==> src/rtl/hit_pkg.sv <==
// Shared types and default constants for the hit-sensor input conditioner.
// The debounce FSM state encoding lives here so benches and tools share one definition.
package hit_pkg;

    typedef enum logic [1:0] {
        RELEASED     = 2'd0,
        PRESS_WAIT   = 2'd1,
        PRESSED      = 2'd2,
        RELEASE_WAIT = 2'd3
    } dbnc_state_t;

    localparam int HIT_DEBOUNCE_CYCLES = 1000000;
    localparam int HIT_SYNC_STAGES     = 2;

endpackage

==> src/rtl/debounce_channel.sv <==
// One input line: synchronizer, debounce FSM with stability counter, and registered
// level / press / release outputs.
module debounce_channel
    import hit_pkg::*;
#(
    parameter int DEBOUNCE_CYCLES = HIT_DEBOUNCE_CYCLES,
    parameter int SYNC_STAGES     = HIT_SYNC_STAGES,
    parameter bit ACTIVE_LOW      = 1'b1
) (
    input  logic clk,
    input  logic reset,
    input  logic raw,
    input  logic en,
    output logic level,
    output logic press_pulse,
    output logic release_pulse
);

    localparam int CW = $clog2(DEBOUNCE_CYCLES);
    localparam logic [CW-1:0] CNT_LAST = CW'(DEBOUNCE_CYCLES - 1);
    localparam logic [SYNC_STAGES-1:0] SYNC_IDLE = {SYNC_STAGES{ACTIVE_LOW}};

    logic [SYNC_STAGES-1:0] sync_reg;
    logic                   s;
    dbnc_state_t            state_reg, state_next;
    logic [CW-1:0]          cnt_reg, cnt_next;
    logic                   level_reg, level_next;
    logic                   press_reg, press_next;
    logic                   release_reg, release_next;

    // Synchronizer resets to the idle pin level so reset never looks like a press.
    always_ff @(posedge clk or posedge reset) begin
        if (reset) begin
            sync_reg <= SYNC_IDLE;
        end else begin
            sync_reg <= {sync_reg[SYNC_STAGES-2:0], raw};
        end
    end

    assign s = sync_reg[SYNC_STAGES-1] ^ ACTIVE_LOW;

    always_ff @(posedge clk or posedge reset) begin
        if (reset) begin
            state_reg   <= RELEASED;
            cnt_reg     <= '0;
            level_reg   <= 1'b0;
            press_reg   <= 1'b0;
            release_reg <= 1'b0;
        end else begin
            state_reg   <= state_next;
            cnt_reg     <= cnt_next;
            level_reg   <= level_next;
            press_reg   <= press_next;
            release_reg <= release_next;
        end
    end

    always_comb begin
        state_next = state_reg;
        cnt_next   = cnt_reg;
        case (state_reg)
            RELEASED: if (s) begin
                state_next = PRESS_WAIT;
                cnt_next   = CW'(1);
            end
            PRESS_WAIT: begin
                if (!s) begin
                    state_next = RELEASED;
                    cnt_next   = '0;
                end else if (cnt_reg == CNT_LAST) begin
                    state_next = PRESSED;
                    cnt_next   = '0;
                end else begin
                    cnt_next = cnt_reg + CW'(1);
                end
            end
            PRESSED: if (!s) begin
                state_next = RELEASE_WAIT;
                cnt_next   = CW'(1);
            end
            RELEASE_WAIT: begin
                if (s) begin
                    state_next = PRESSED;
                    cnt_next   = '0;
                end else if (cnt_reg == CNT_LAST) begin
                    state_next = RELEASED;
                    cnt_next   = '0;
                end else begin
                    cnt_next = cnt_reg + CW'(1);
                end
            end
            default: begin
                state_next = RELEASED;
                cnt_next   = '0;
            end
        endcase
    end

    // Pulses fire only on the acceptance cycle; en never delays an acceptance.
    always_comb begin
        level_next   = level_reg;
        press_next   = 1'b0;
        release_next = 1'b0;
        if (state_reg == PRESS_WAIT && s && cnt_reg == CNT_LAST) begin
            level_next = 1'b1;
            press_next = en;
        end else if (state_reg == RELEASE_WAIT && !s && cnt_reg == CNT_LAST) begin
            level_next   = 1'b0;
            release_next = en;
        end
    end

    assign level         = level_reg;
    assign press_pulse   = press_reg;
    assign release_pulse = release_reg;

endmodule

==> src/rtl/hit_input_conditioner.sv <==
// Input stage for the reaction game: N_CH independent debounced hit lines,
// each producing a clean level plus one-cycle press/release pulses.
module hit_input_conditioner
    import hit_pkg::*;
#(
    parameter int N_CH            = 1,
    parameter int DEBOUNCE_CYCLES = HIT_DEBOUNCE_CYCLES,
    parameter int SYNC_STAGES     = HIT_SYNC_STAGES,
    parameter bit ACTIVE_LOW      = 1'b1
) (
    input  logic            clk,
    input  logic            reset,
    input  logic [N_CH-1:0] raw_in,
    input  logic            en,
    output logic [N_CH-1:0] level,
    output logic [N_CH-1:0] press_pulse,
    output logic [N_CH-1:0] release_pulse
);

    generate
        for (genvar gi = 0; gi < N_CH; gi++) begin : g_ch
            debounce_channel #(
                .DEBOUNCE_CYCLES(DEBOUNCE_CYCLES),
                .SYNC_STAGES    (SYNC_STAGES),
                .ACTIVE_LOW     (ACTIVE_LOW)
            ) u_ch (
                .clk          (clk),
                .reset        (reset),
                .raw          (raw_in[gi]),
                .en           (en),
                .level        (level[gi]),
                .press_pulse  (press_pulse[gi]),
                .release_pulse(release_pulse[gi])
            );
        end
    endgenerate

endmodule

==> config.mk <==
export PLATFORM = sky130hd
export DESIGN_NAME = hit_input_conditioner
export DESIGN_NICKNAME = d
export VERILOG_FILES = /design/src/rtl/hit_pkg.sv /design/src/rtl/debounce_channel.sv /design/src/rtl/hit_input_conditioner.sv
export SDC_FILE = /design/constraint.sdc
export NUM_CORES = 1
export LEC_CHECK = 0
export ABC_AREA = 1
export CAP_MARGIN = 40
export CORE_MARGIN = 8
export CORE_UTILIZATION = 38
export CTS_CLUSTER_DIAMETER = 40
export CTS_CLUSTER_SIZE = 30
export DETAILED_ROUTE_END_ITERATION = 6
export PLACE_DENSITY = 0.63
export SYNTH_ARGS = -nofsm -noshare
export SYNTH_HDL_FRONTEND = slang
export SYNTH_HIERARCHICAL = 1
export SYNTH_SLANG_ARGS = --single-unit
==> constraint.sdc <==
create_clock -name clk -period 2.9 [get_ports clk]
set_input_delay 0.58 -clock clk [delete_from_list [all_inputs] [get_ports clk]]
set_output_delay 0.58 -clock clk [all_outputs]
set_load 0.01 [all_outputs]
==> results.py <==
metrics = {
    "drt": {
        "ant_nets": 0,
        "dr.pass1.iters": 4,
        "avgViaCountPerCell": 4.85,
        "drcViolationCount": 0,
        "wire_per_inst_um": 11.5,
        "drt_iter0_drc": 142,
        "vias": 1272,
        "wl_mm": 3.02,
    },
    "sta": {
        "fin_tns_setup_ns": 0,
        "max_slew.worst_pin.slew_ns": 0.465,
        "period_share_pct": 59.8,
        "setup_ws_ns": 1.17,
        "slew_viol_final": 0,
        "max_slew_margin_pct": 68.9,
        "hold_ws_ns": 0.362,
        "rsz0062_at_grt": "no",
        "timing.fmax_mhz": 577,
        "skew_ns": 0.00387,
        "setup_violations": 0,
        "post-route-min-period_ns": 1.73,
        "finalHoldViolations": 0,
    },
    "critical_path": {
        "r2r_start": "g_ch[0].u_ch/cnt_reg[1]",
        "cp-startpoint": "g_ch[0].u_ch/level",
        "end_kind": "output pin",
        "worst_path_max_delay_cell": "clkdlybuf4s50_1",
        "critPathBufInv": 1,
        "rr_endpoint": "g_ch[0].u_ch/cnt_reg[17]",
        "worst-path-max-fanout": 2,
        "critPathMaxStageDelay_ns": 0.54,
        "path_delay_family": "buffers and inverters",
        "r2r_slack_ns": 1.25,
        "crit_arrival_ns": 1.15,
        "required_ns": 2.32,
        "cp-start-kind": "register",
        "ff2ff_path_depth": 8,
        "worstSetupPathType": "register to output pin",
        "path_cells": "clkdlybuf4s50_1",
    },
    "clock_network": {
        "cts_setup_buffers": 0,
        "clkSinkCount": 27,
        "cts_made_buffers": 3,
        "htreeDepth": 1,
        "cts_hold_buf": 0,
        "clk_pin_slew_ns": 0.09,
        "cts_root_buf": "clkbuf_8",
        "cts_resized": 0,
        "clk_latency_ns": 0.27,
        "clk_path_buf_depth": 2,
        "cts_tree": "built",
    },
    "final_layout": {
        "final_util_pct": 42.7,
        "stdcell_area_um2": 1700,
        "largest_reg_flops": 20,
        "layout-drive-gt1-share_pct": 8.49,
        "fin_cells": 262,
        "area_delta_synth_final_pct": 9.27,
        "layout.nets": 218,
        "layout_commonest_cell": "nand2_1",
        "final_cell_mix": "65 x nand2_1, 26 x nor2_1, 25 x dfrtp_1, 19 x inv_1, 16 x nand3_1",
        "n_antenna_cell": 0,
    },
    "global_routing": {
        "antenna_found_initial": 0,
        "gr-total-overflow": 0,
        "grt_pass1_vias": 1252,
        "grt_max_degree": 28,
        "grt_pass1_wl_mm": 5.42,
        "grtUsageTotal_pct": 10.4,
    },
    "die": {
        "die_area_um2": 6380,
        "die_w_um": 79.9,
        "rows": 23,
        "io-pin-count": 7,
        "core_area_um2": 3970,
        "initial_utilization_pct": 39.1,
        "die_h_um": 79.9,
    },
    "synth": {
        "syn_area_per_cell_um2": 7.57,
        "ys_warn_count": 6,
        "synth_top_area_cell": "dfrtp_1",
        "synthCells": 205,
        "ys_types": 26,
        "synth_seq_cells": 27,
        "yosys.area_share.simple_pct": 37.2,
        "synth_top_family_by_area": "simple AND/OR/NAND/NOR gates",
        "syn_nets": 210,
        "synth-adder-area-share_pct": 0.806,
        "synth_area_leaders": "dfrtp_1 40%, nand2_1 16%, nor2_1 6.3%",
        "synthDominantCellAreaShare_pct": 40.3,
        "synth_xor_area_share_pct": 3.95,
        "ys_seq_area_share_pct": 43.7,
        "synth_mux_area_share_pct": 0,
        "synth_compound_area_share_pct": 7.66,
        "netlist_area_um2": 1550,
    },
    "placed_design": {
        "place_ws_ns": 1.24,
        "io_buffers": 6,
        "dpl.cell_count": 258,
        "gp_congestion": 0.808,
        "dp_hpwl_mm": 2.22,
        "placed_area_um2": 1650,
    },
    "flow_run": {
        "cap_violations": 0,
    },
    "pwr": {
        "leakagePower_nw": 0.712,
        "irDropWorstVdd_uv": 360,
        "power_density_nw_per_um2": 498,
        "finalPower_mw": 0.845,
    },
    "hold_path": {
        "hold_path.class": "register to register",
        "hold_path_startpoint": "g_ch[0].u_ch/sync_reg[0]",
        "min_to": "g_ch[0].u_ch/sync_reg[1]",
        "hold-path-cell-count": 0,
    },
    "status": {
        "status": "finished, final reports clean",
    },
}
-- worst reg2reg max path: cells and delay by family (launching register included) --
family                   cells  cell delay [ns]
flip-flops                   1             0.40
AND/OR/NAND/NOR              6             0.74
buffers and inverters        1             0.16
adder cells (fa/ha/maj)      1             0.24
-- power breakdown --
part           total (mW)  internal [mW]  switching [mW]
Clock               0.211         0.0961           0.115
Combinational       0.199         0.0540           0.145
Sequential          0.435          0.406          0.0295
-- synthesized netlist by cell type --
cell and n:
nand4_1 4, nand3b_1 2, xor2_1 5, nor3_1 1, nand3_4 1, nand3_2 1
o22ai_1 5, nand3_1 16, or2_1 1, nor2_4 3, nand2_2 2, o21ai_1 1
o21bai_1 3, inv_1 19, buf_2 2, o21ai_0 9, xnor2_1 2, nand2_1 65
ha_1 1, dfstp_2 2, dfrtp_1 25, nand2_4 1, buf_6 2, a21oi_1 3
nor2_1 26, nor2_2 3
-- how the worst max path moves through the flow --
stage | to | slack, ns | cells after the start
2_1_floorplan | g_ch[0].u_ch/cnt_reg[16] | 1.55 | 8
3_3_place_gp | g_ch[0].u_ch/cnt_reg[17] | 1.29 | 8
3_5_place_dp | g_ch[0].u_ch/cnt_reg[17] | 1.24 | 8
4_1_cts | level | 1.15 | 1
5_1_grt | g_ch[0].u_ch/cnt_reg[17] | 1.09 | 8
6_report | level | 1.17 | 1
-- area by class of cell --
type                       instances  area [um2]
sequential                        27         678
clock buffer                       3        41.3
fill                             411        2280
multi-input combinational        155         769
tap                               50        62.6
inverter                          19        71.3
clock inverter                     1        5.00
timing repair buffer               7        67.6
-- cell families after synthesis --
logic type | Yosys count
AOI/OAI and AO/OA | 21
and+or+nand+nor | 126
adders and majority gates | 1
DFF | 27
xor gates and xnor gates | 7
buffers and inverters | 23
-- metal layers --
metal  vias up  wire length, um  share of wire (%)  GRT usage, %
met5         -                0                  0             0
met4         0                8               0.26          2.55
met3         2               83                2.7          2.25
met2        16             1430                 47          16.8
met1       588             1500                 50          13.6
li1        666                -                  -             -
Note: power is estimated with default switching activity, not from simulation.
